File: src/rtl/usb_keycode_reader.sv
// usb_keycode_reader
// Periodically scans the USB keycode mailbox through a read-only Avalon-MM
// port (1-cycle read latency) and turns HID boot-keyboard keycodes into
// game control flags.
//
// Ports:
//   i_clk            system clock, rising edge
//   i_reset_n        asynchronous active-low reset
//   i_enable         scanning permitted when high (sampled in IDLE only)
//   o_address        mailbox word address
//   o_chipselect     mailbox access strobe
//   o_write          tied 0
//   o_byteenable     tied 4'hF
//   o_writedata      tied 0
//   i_readdata       mailbox data, valid the cycle after the address
//   o_keys_held      key levels {bomb, fire, right, left, down, up}
//   o_keys_pressed   one-cycle rising-edge pulses, same bit order
//   o_frame_valid    one-cycle pulse at the end of every scan
//   o_rollover       last scan contained error code 0x01
//   o_busy           scan in progress
module usb_keycode_reader #(
    parameter int unsigned POLL_CYCLES = 833333,
    parameter int unsigned NUM_WORDS   = 2,
    parameter int unsigned BASE_ADDR   = 0
) (
    input  logic        i_clk,
    input  logic        i_reset_n,
    input  logic        i_enable,
    output logic [7:0]  o_address,
    output logic        o_chipselect,
    output logic        o_write,
    output logic [3:0]  o_byteenable,
    output logic [31:0] o_writedata,
    input  logic [31:0] i_readdata,
    output logic [5:0]  o_keys_held,
    output logic [5:0]  o_keys_pressed,
    output logic        o_frame_valid,
    output logic        o_rollover,
    output logic        o_busy
);

    localparam int unsigned CNT_W = (POLL_CYCLES > 1) ? $clog2(POLL_CYCLES) : 1;
    localparam int unsigned IDX_W = $clog2(NUM_WORDS) + 1;

    localparam logic [CNT_W-1:0] CNT_LAST = CNT_W'(POLL_CYCLES - 1);
    localparam logic [IDX_W-1:0] IDX_LAST = IDX_W'(NUM_WORDS - 1);
    localparam logic [7:0]       BASE8    = 8'(BASE_ADDR);

    localparam logic [1:0] ST_IDLE    = 2'd0;
    localparam logic [1:0] ST_READ    = 2'd1;
    localparam logic [1:0] ST_CAPTURE = 2'd2;
    localparam logic [1:0] ST_UPDATE  = 2'd3;

    logic [1:0]       r_state,        w_state_d;
    logic [CNT_W-1:0] r_cnt,          w_cnt_d;
    logic [IDX_W-1:0] r_idx,          w_idx_d;
    logic [5:0]       r_acc,          w_acc_d;
    logic             r_err,          w_err_d;
    logic [7:0]       r_address,      w_address_d;
    logic             r_chipselect,   w_chipselect_d;
    logic [5:0]       r_keys_held,    w_keys_held_d;
    logic [5:0]       r_keys_pressed, w_keys_pressed_d;
    logic             r_frame_valid,  w_frame_valid_d;
    logic             r_rollover,     w_rollover_d;

    logic [5:0]       w_decoded;
    logic             w_err_hit;
    logic [IDX_W-1:0] w_idx_next;

    // Bit order: [0] up, [1] down, [2] left, [3] right, [4] fire, [5] bomb.
    function automatic logic [5:0] decode_key(input logic [7:0] code);
        logic [5:0] bits;
        bits = 6'b000000;
        case (code)
            8'h1A, 8'h52: bits = 6'b000001;
            8'h16, 8'h51: bits = 6'b000010;
            8'h04, 8'h50: bits = 6'b000100;
            8'h07, 8'h4F: bits = 6'b001000;
            8'h2C:        bits = 6'b010000;
            8'h05:        bits = 6'b100000;
            default:      bits = 6'b000000;
        endcase
        return bits;
    endfunction

    always_comb begin
        w_decoded = 6'b000000;
        w_err_hit = 1'b0;
        for (int b = 0; b < 4; b++) begin
            w_decoded = w_decoded | decode_key(i_readdata[8*b +: 8]);
            if (i_readdata[8*b +: 8] == 8'h01) begin
                w_err_hit = 1'b1;
            end
        end
    end

    assign w_idx_next = r_idx + IDX_W'(1);

    always_comb begin
        w_state_d        = r_state;
        w_cnt_d          = r_cnt;
        w_idx_d          = r_idx;
        w_acc_d          = r_acc;
        w_err_d          = r_err;
        w_address_d      = r_address;
        w_chipselect_d   = 1'b0;
        w_keys_held_d    = r_keys_held;
        w_keys_pressed_d = 6'b000000;
        w_frame_valid_d  = 1'b0;
        w_rollover_d     = r_rollover;

        case (r_state)
            ST_IDLE: begin
                if (!i_enable) begin
                    w_cnt_d = '0;
                end else if (r_cnt == CNT_LAST) begin
                    w_cnt_d        = '0;
                    w_acc_d        = 6'b000000;
                    w_err_d        = 1'b0;
                    w_idx_d        = '0;
                    // Address/strobe are registered so they are valid during READ.
                    w_address_d    = BASE8;
                    w_chipselect_d = 1'b1;
                    w_state_d      = ST_READ;
                end else begin
                    w_cnt_d = r_cnt + CNT_W'(1);
                end
            end
            ST_READ: begin
                w_state_d = ST_CAPTURE;
            end
            ST_CAPTURE: begin
                w_acc_d = r_acc | w_decoded;
                if (w_err_hit) begin
                    w_err_d = 1'b1;
                end
                if (r_idx < IDX_LAST) begin
                    w_idx_d        = w_idx_next;
                    w_address_d    = BASE8 + 8'(w_idx_next);
                    w_chipselect_d = 1'b1;
                    w_state_d      = ST_READ;
                end else begin
                    w_state_d = ST_UPDATE;
                end
            end
            ST_UPDATE: begin
                w_frame_valid_d = 1'b1;
                w_rollover_d    = r_err;
                // A scan with rollover is untrustworthy: publish nothing new.
                if (!r_err) begin
                    w_keys_held_d    = r_acc;
                    w_keys_pressed_d = r_acc & ~r_keys_held;
                end
                w_state_d = ST_IDLE;
            end
            default: begin
                w_state_d = ST_IDLE;
            end
        endcase
    end

    always_ff @(posedge i_clk or negedge i_reset_n) begin
        if (!i_reset_n) begin
            r_state        <= ST_IDLE;
            r_cnt          <= '0;
            r_idx          <= '0;
            r_acc          <= 6'b000000;
            r_err          <= 1'b0;
            r_address      <= 8'h00;
            r_chipselect   <= 1'b0;
            r_keys_held    <= 6'b000000;
            r_keys_pressed <= 6'b000000;
            r_frame_valid  <= 1'b0;
            r_rollover     <= 1'b0;
        end else begin
            r_state        <= w_state_d;
            r_cnt          <= w_cnt_d;
            r_idx          <= w_idx_d;
            r_acc          <= w_acc_d;
            r_err          <= w_err_d;
            r_address      <= w_address_d;
            r_chipselect   <= w_chipselect_d;
            r_keys_held    <= w_keys_held_d;
            r_keys_pressed <= w_keys_pressed_d;
            r_frame_valid  <= w_frame_valid_d;
            r_rollover     <= w_rollover_d;
        end
    end

    assign o_address      = r_address;
    assign o_chipselect   = r_chipselect;
    assign o_write        = 1'b0;
    assign o_byteenable   = 4'hF;
    assign o_writedata    = 32'h0000_0000;
    assign o_keys_held    = r_keys_held;
    assign o_keys_pressed = r_keys_pressed;
    assign o_frame_valid  = r_frame_valid;
    assign o_rollover     = r_rollover;
    assign o_busy         = (r_state != ST_IDLE);

endmodule

File: config.mk
export PLATFORM = sky130hd
export DESIGN_NAME = usb_keycode_reader
export DESIGN_NICKNAME = d
export VERILOG_FILES = /design/src/rtl/usb_keycode_reader.sv
export SDC_FILE = /design/constraint.sdc
export NUM_CORES = 1
export LEC_CHECK = 0
export ABC_AREA = 1
export ABC_CLOCK_PERIOD_IN_PS = 1850
export BUFFER_PORTS_ARGS = -buffer_cell sky130_fd_sc_hd__buf_2
export CAP_MARGIN = 25
export CORE_MARGIN = 1.5
export CORE_UTILIZATION = 30
export DETAILED_ROUTE_END_ITERATION = 12
export PLACE_DENSITY = 0.5
export SLEW_MARGIN = 20
export SYNTH_ARGS = -nofsm -noshare
export SYNTH_HDL_FRONTEND = slang
export SYNTH_SLANG_ARGS = --single-unit
File: constraint.sdc
create_clock -name i_clk -period 1.85 [get_ports i_clk]
set_input_delay 0.0925 -clock i_clk [delete_from_list [all_inputs] [get_ports i_clk]]
set_output_delay 0.0925 -clock i_clk [all_outputs]
set_load 0.02 [all_outputs]
**Yosys cells after proc, flatten, opt, wreduce, memory -nomap -nowiden**

Cells that the tools add are included.

- Equal/unequal tests: 52
- Add/subtract/negate cells: 2
- Multiplexer cells: 36
- Bitwise gates (word level): 7
- Order comparisons: 1
- Reduce and logical (&&, ||, !) cells: 24

Operators with widths:

| kind | count |
|---|---|
| 6-bit one-hot mux with 6 select lines | 4 |
| 8-bit by 7-bit == test with 1-bit output (second input constant) | 16 |
| 8-bit by 3-bit == test with 1-bit output (second input constant) | 12 |
| 8-bit by 5-bit == test with 1-bit output (second input constant) | 8 |
| 20-bit 2-to-1 mux | 2 |
| 8-bit by 1-bit == test with 1-bit output (second input constant) | 4 |
| 8-bit by 6-bit == test with 1-bit output (second input constant) | 4 |
| 2-bit OR reduction | 16 |
| 6-bit 2-to-1 mux | 4 |
| 8-bit 2-to-1 mux | 3 |
| 6-bit bitwise OR | 4 |
| 20-bit by 1-bit adder with 20-bit output (second input constant) | 1 |
| 20-bit == test (second input constant) | 1 |
| 8-bit one-hot mux with 2 select lines | 1 |
| 2-bit 2-to-1 mux | 6 |
| 6-bit one-hot mux with 2 select lines | 1 |
| 1-bit 2-to-1 mux | 11 |
| 2-bit inequality test (second input constant) | 4 |
| 2-bit one-hot mux with 4 select lines | 1 |
| 4-bit AND reduction | 2 |
| 6-bit AND | 1 |
| 6-bit inverter | 1 |
| 2-bit == test (second input constant) | 2 |
| 1-bit one-hot mux with 2 select lines | 2 |
| other kinds (9) | 11 |

- Output and inout bits: 61
- Register bits: 54
- Input port bits: 35

**Depth between registers and ports, before layout**

- Word-level depth: 8
- Gate-level depth with buffers: 10
- Gate-level depth less buffers: 10

**Least setup slack after synthesis**

Ideal clock, no wire load.

- Path type: register to register
- Start: reg r_cnt[0]
- End: reg r_cnt[8]
- Buffers on the path: 1
- Data arrival time: 1.375 ns
- Clock period less this slack: 1.499 ns
- Stages on the path, launching flop included: 11
- Slack: 0.351 ns
- Cell sequence: dfrtp_1 inv_2 ha_1 nand2_1 nor2_1 nand2_2 nor2_4 a21oi_4 buf_6 nand2_1 o21ai_2

- Longest elaborated chain between the ends: 3
- Elaborated cells on any way between the ends: 4
- Classes of those cells: 1 x add/sub; 1 x eq/ne; 2 x mux

Ends and longest elaborated chain:

| what | line | text |
|---|---|---|
| from (decl) | 55 | `logic [CNT_W-1:0] r_cnt, w_cnt_d;` |
| from (signal assigned) | 177 | `r_cnt <= w_cnt_d;` |
| 20-bit by 1-bit adder with 20-bit output or 20-bit == test (tied branches) | 126, 116 |  |
| 20-bit 2-to-1 mux * | 116 | `end else if (r_cnt == CNT_LAST) begin` |
| 20-bit 2-to-1 mux * | 114 | `if (!i_enable) begin` |

Mark *: on every way between the ends. The rest lies on a longest branch, timed or not.
A chain may end at the register's enable or synchronous reset.

**Worst setup path after layout**

- Start: reg r_cnt[0]
- End: reg r_cnt[14]

The elaborated chain is that of the path after synthesis.

==> impl_metrics.csv <==
group,metric,value,unit
power_and_ir_drop,irDropWorstVdd,0.0003088,V
global_route,grt_overflow,0,
global_route,grt_pass1_wl,14090,um
critical_path,endpoint_kind,"flip-flop",
yosys,syn_inst,539,
power_and_ir_drop,power,2.209,mW
critical_path,worstPathArrival,1820,ps
cells_and_area,fill_cells,1264,
clock_network,clock-root-buffer,"clkbuf_16",
yosys,synthesis.area,0.003507,mm2
power_and_ir_drop,combPwrFrac,0.131,
cells_and_area,drive_gt1_frac,0.1481,
yosys,synthFlopType,"dfrtp_1",
place,hpwl,6735,um
yosys,yosys_warnings,0,
timing,hold_viol,0,
clock_network,cts.path.max_buffers,2,
yosys,yosys.area.top_type,"dfrtp_1",
place,port_buffers,52,
floorplanning,die_w,111.1,um
power_and_ir_drop,pwr-share-seq,0.463,
floorplanning,core,0.01142,mm2
global_route,grt_max_degree,33,
power_and_ir_drop,p_sw_frac,0.2807,
floorplanning,dieArea,0.01235,mm2
clock_network,path_clk_slew,70,ps
timing,max_freq,606.4,MHz
yosys,async_reset_ff_frac,1.000,
global_route,antenna_found_initial,0,
yosys,synth_top_area_frac,0.3282,
cells_and_area,diodes,0,
power_and_ir_drop,p_clk_frac,0.406,
cells_and_area,seq_area,0.001151,mm2
floorplanning,rows,39,
yosys,avgSynthCellArea,6.507,um2
clock_network,htreeDepth,2,
floorplanning,die_h,111.1,um
timing,whs,153.5,ps
clock_network,clock_latency,290,ps
routing,routed_wl,8240,um
timing,setup_violations,0,
yosys,synth_most_common_cell,"nand2_1",
yosys,synth_edf_count,0,
yosys,synth_area_leaders,"dfrtp_1, nand2_1, buf_4, nor2_1, nand3_1",
floorplanning,io_pins,96,
routing,avgViaCountPerCell,4.371,
routing,drc_errors,0,
routing,vias,3252,
place,place_congestion,0.8565,
routing,first_iter_violations,147,
min_path,hold_start,"i_enable",
cells_and_area,synthToLayoutAreaGrowth,13.16,%
run_status,outcome,"complete, no violations",
routing,dr.pass1.iters,6,
critical_path,start_kind,"flip-flop",
power_and_ir_drop,leakage,2.266,nW
critical_path,path_max_fanout,19,
timing,fin_crit_sh,0.8914,
place,dpl-instance-area,0.003812,mm2
clock_network,clock_sink_count,46,
critical_path,cp.required,2020,ps
timing,maxSlewHeadroom,0.5240,
timing,min_period,1649,ps
timing,worst_slew_pin_slew,714.0,ps
clock_network,cts_buffers,5,
cells_and_area,finish.instance_area,0.003969,mm2
cells_and_area,multi_input_area,0.001887,mm2
yosys,yosysSeqAreaShare,0.3282,
routing,ant_nets,0,
timing,slew_viol_final,0,
min_path,hold_class,"in2reg",
critical_path,rr_startpoint,"r_cnt[0]$_DFFE_PN0N_",
routing,wl_per_cell,11.08,um
yosys,ys_types,31,
global_route,track_usage,0.1363,
critical_path,crit_type,"reg2reg",
timing,tns,0,ps
power_and_ir_drop,p_int,1.589,mW
run,maxCapViolations,0,
cells_and_area,final_nets,638,
power_and_ir_drop,p_per_area,556.6,mW/mm2
clock_network,cts_tree,"yes",
critical_path,startpoint,"r_cnt[0]$_DFFE_PN0N_",
yosys,yosys_register_bits,46,
yosys,ys_top_cells_by_count,"nand2_1, nor2_1, inv_1",
power_and_ir_drop,p_sw,0.6200,mW
timing,rsz0062_at_grt,"false",
floorplanning,start_util,0.3071,
timing,fin_skew,3.670,ps
global_route,grt_pass1_vias,2987,
==> routing by layer <==
layer	part of all wire	track usage
met2	0.45	0.2173
met5	0	0
met4	0.013	0.04051
met3	0.038	0.01804
met1	0.50	0.1930
==> state kept, by name, indices dropped and copies added, names as in the netlist, 2 cells and up <==
register / count
r_cnt: 20
o_address: 2
o_keys_pressed: 6
o_keys_held: 6
r_state: 2
r_acc: 6
==> cell families (layout without fill, tap and decap cells) <==
family          after synthesis  count (layout)  synth area share
flops                        46              46            0.3282
fa+ha+maj                     3               3           0.01070
simple gates                333             333            0.4171
xor+xnor                      8               8           0.01998
other cells                   2              43          0.002141
buf+inv                     121             142            0.1777
compound gates               26              26           0.04424
==> critical path, cell delays in order (launching register included) <==
cell and delay [ps]:
dfrtp_1 450, inv_2 120, ha_1 180, nand2_1 60, nor2_1 120, nand2_2 70, nor2_4 140, a21oi_4 80
buf_12 160, nand3_1 60, o21ai_0 90
==> power by group through the flow <==
stage | Combinational (mW) | Sequential [mW] | Clock (mW)
CTS | 0.291 | 1.02 | 0.926
floorplan | 0.253 | 1.04 | 0
global route | 0.330 | 1.02 | 0.957
global placement | 0.284 | 1.04 | 0
finish | 0.290 | 1.02 | 0.896
detailed placement | 0.288 | 1.04 | 0
==> per-stage QoR <==
step | cells | setup WS (ps) | utilization
2_1_floorplan | 580 | 350.7 | -
3_3_place_gp | 735 | 267.1 | 0.3339
3_5_place_dp | 735 | 199.6 | 0.3339
4_1_cts | 744 | 191.8 | 0.3476
5_1_grt | 744 | 48.78 | 0.3476
6_report | 744 | 200.9 | 0.3476
==> final cells by class <==
class	instances	area share
tap	143	0.04508
sequential	46	0.2900
multi-input combinational	413	0.4754
inverter	76	0.07188
clock buffer	5	0.03153
clock inverter	3	0.005359
timing repair buffer	58	0.08071
==> final timing paths <==
check,slack (ps),end,depth (start not counted)
min in group asynchronous,390,r_cnt[15]$_DFFE_PN0N_,2
max in group asynchronous,850,o_keys_held[0]$_DFFE_PN0P_,3
max reg2reg,200,r_cnt[14]$_DFFE_PN0N_,10
max,200,r_cnt[14]$_DFFE_PN0N_,10
min,150,r_cnt[11]$_DFFE_PN0N_,3
min reg2reg,440,o_keys_pressed[1]$_DFF_PN0_,1
==> what timing repair did <==
item | CTS | global route
hold buffers | 1 | 0
endpoints found under the hold margin | 30 | 0
resized for setup | 0 | 0
buffers inserted | 0 | 0
setup endpoints to repair | 0 | 0
==> placed cells by master (no fill, tap or decap), types with 8 or more instances in the layout <==
cell type,synthesis,layout
buf_2,0,52
conb_1,2,43
dfrtp_1,46,46
inv_1,70,70
nand2_1,153,153
nand3_1,54,54
nand4_1,17,17
nor2_1,84,84
o21ai_0,18,18
xor2_1,8,8
(Power assumes the default switching activity.)
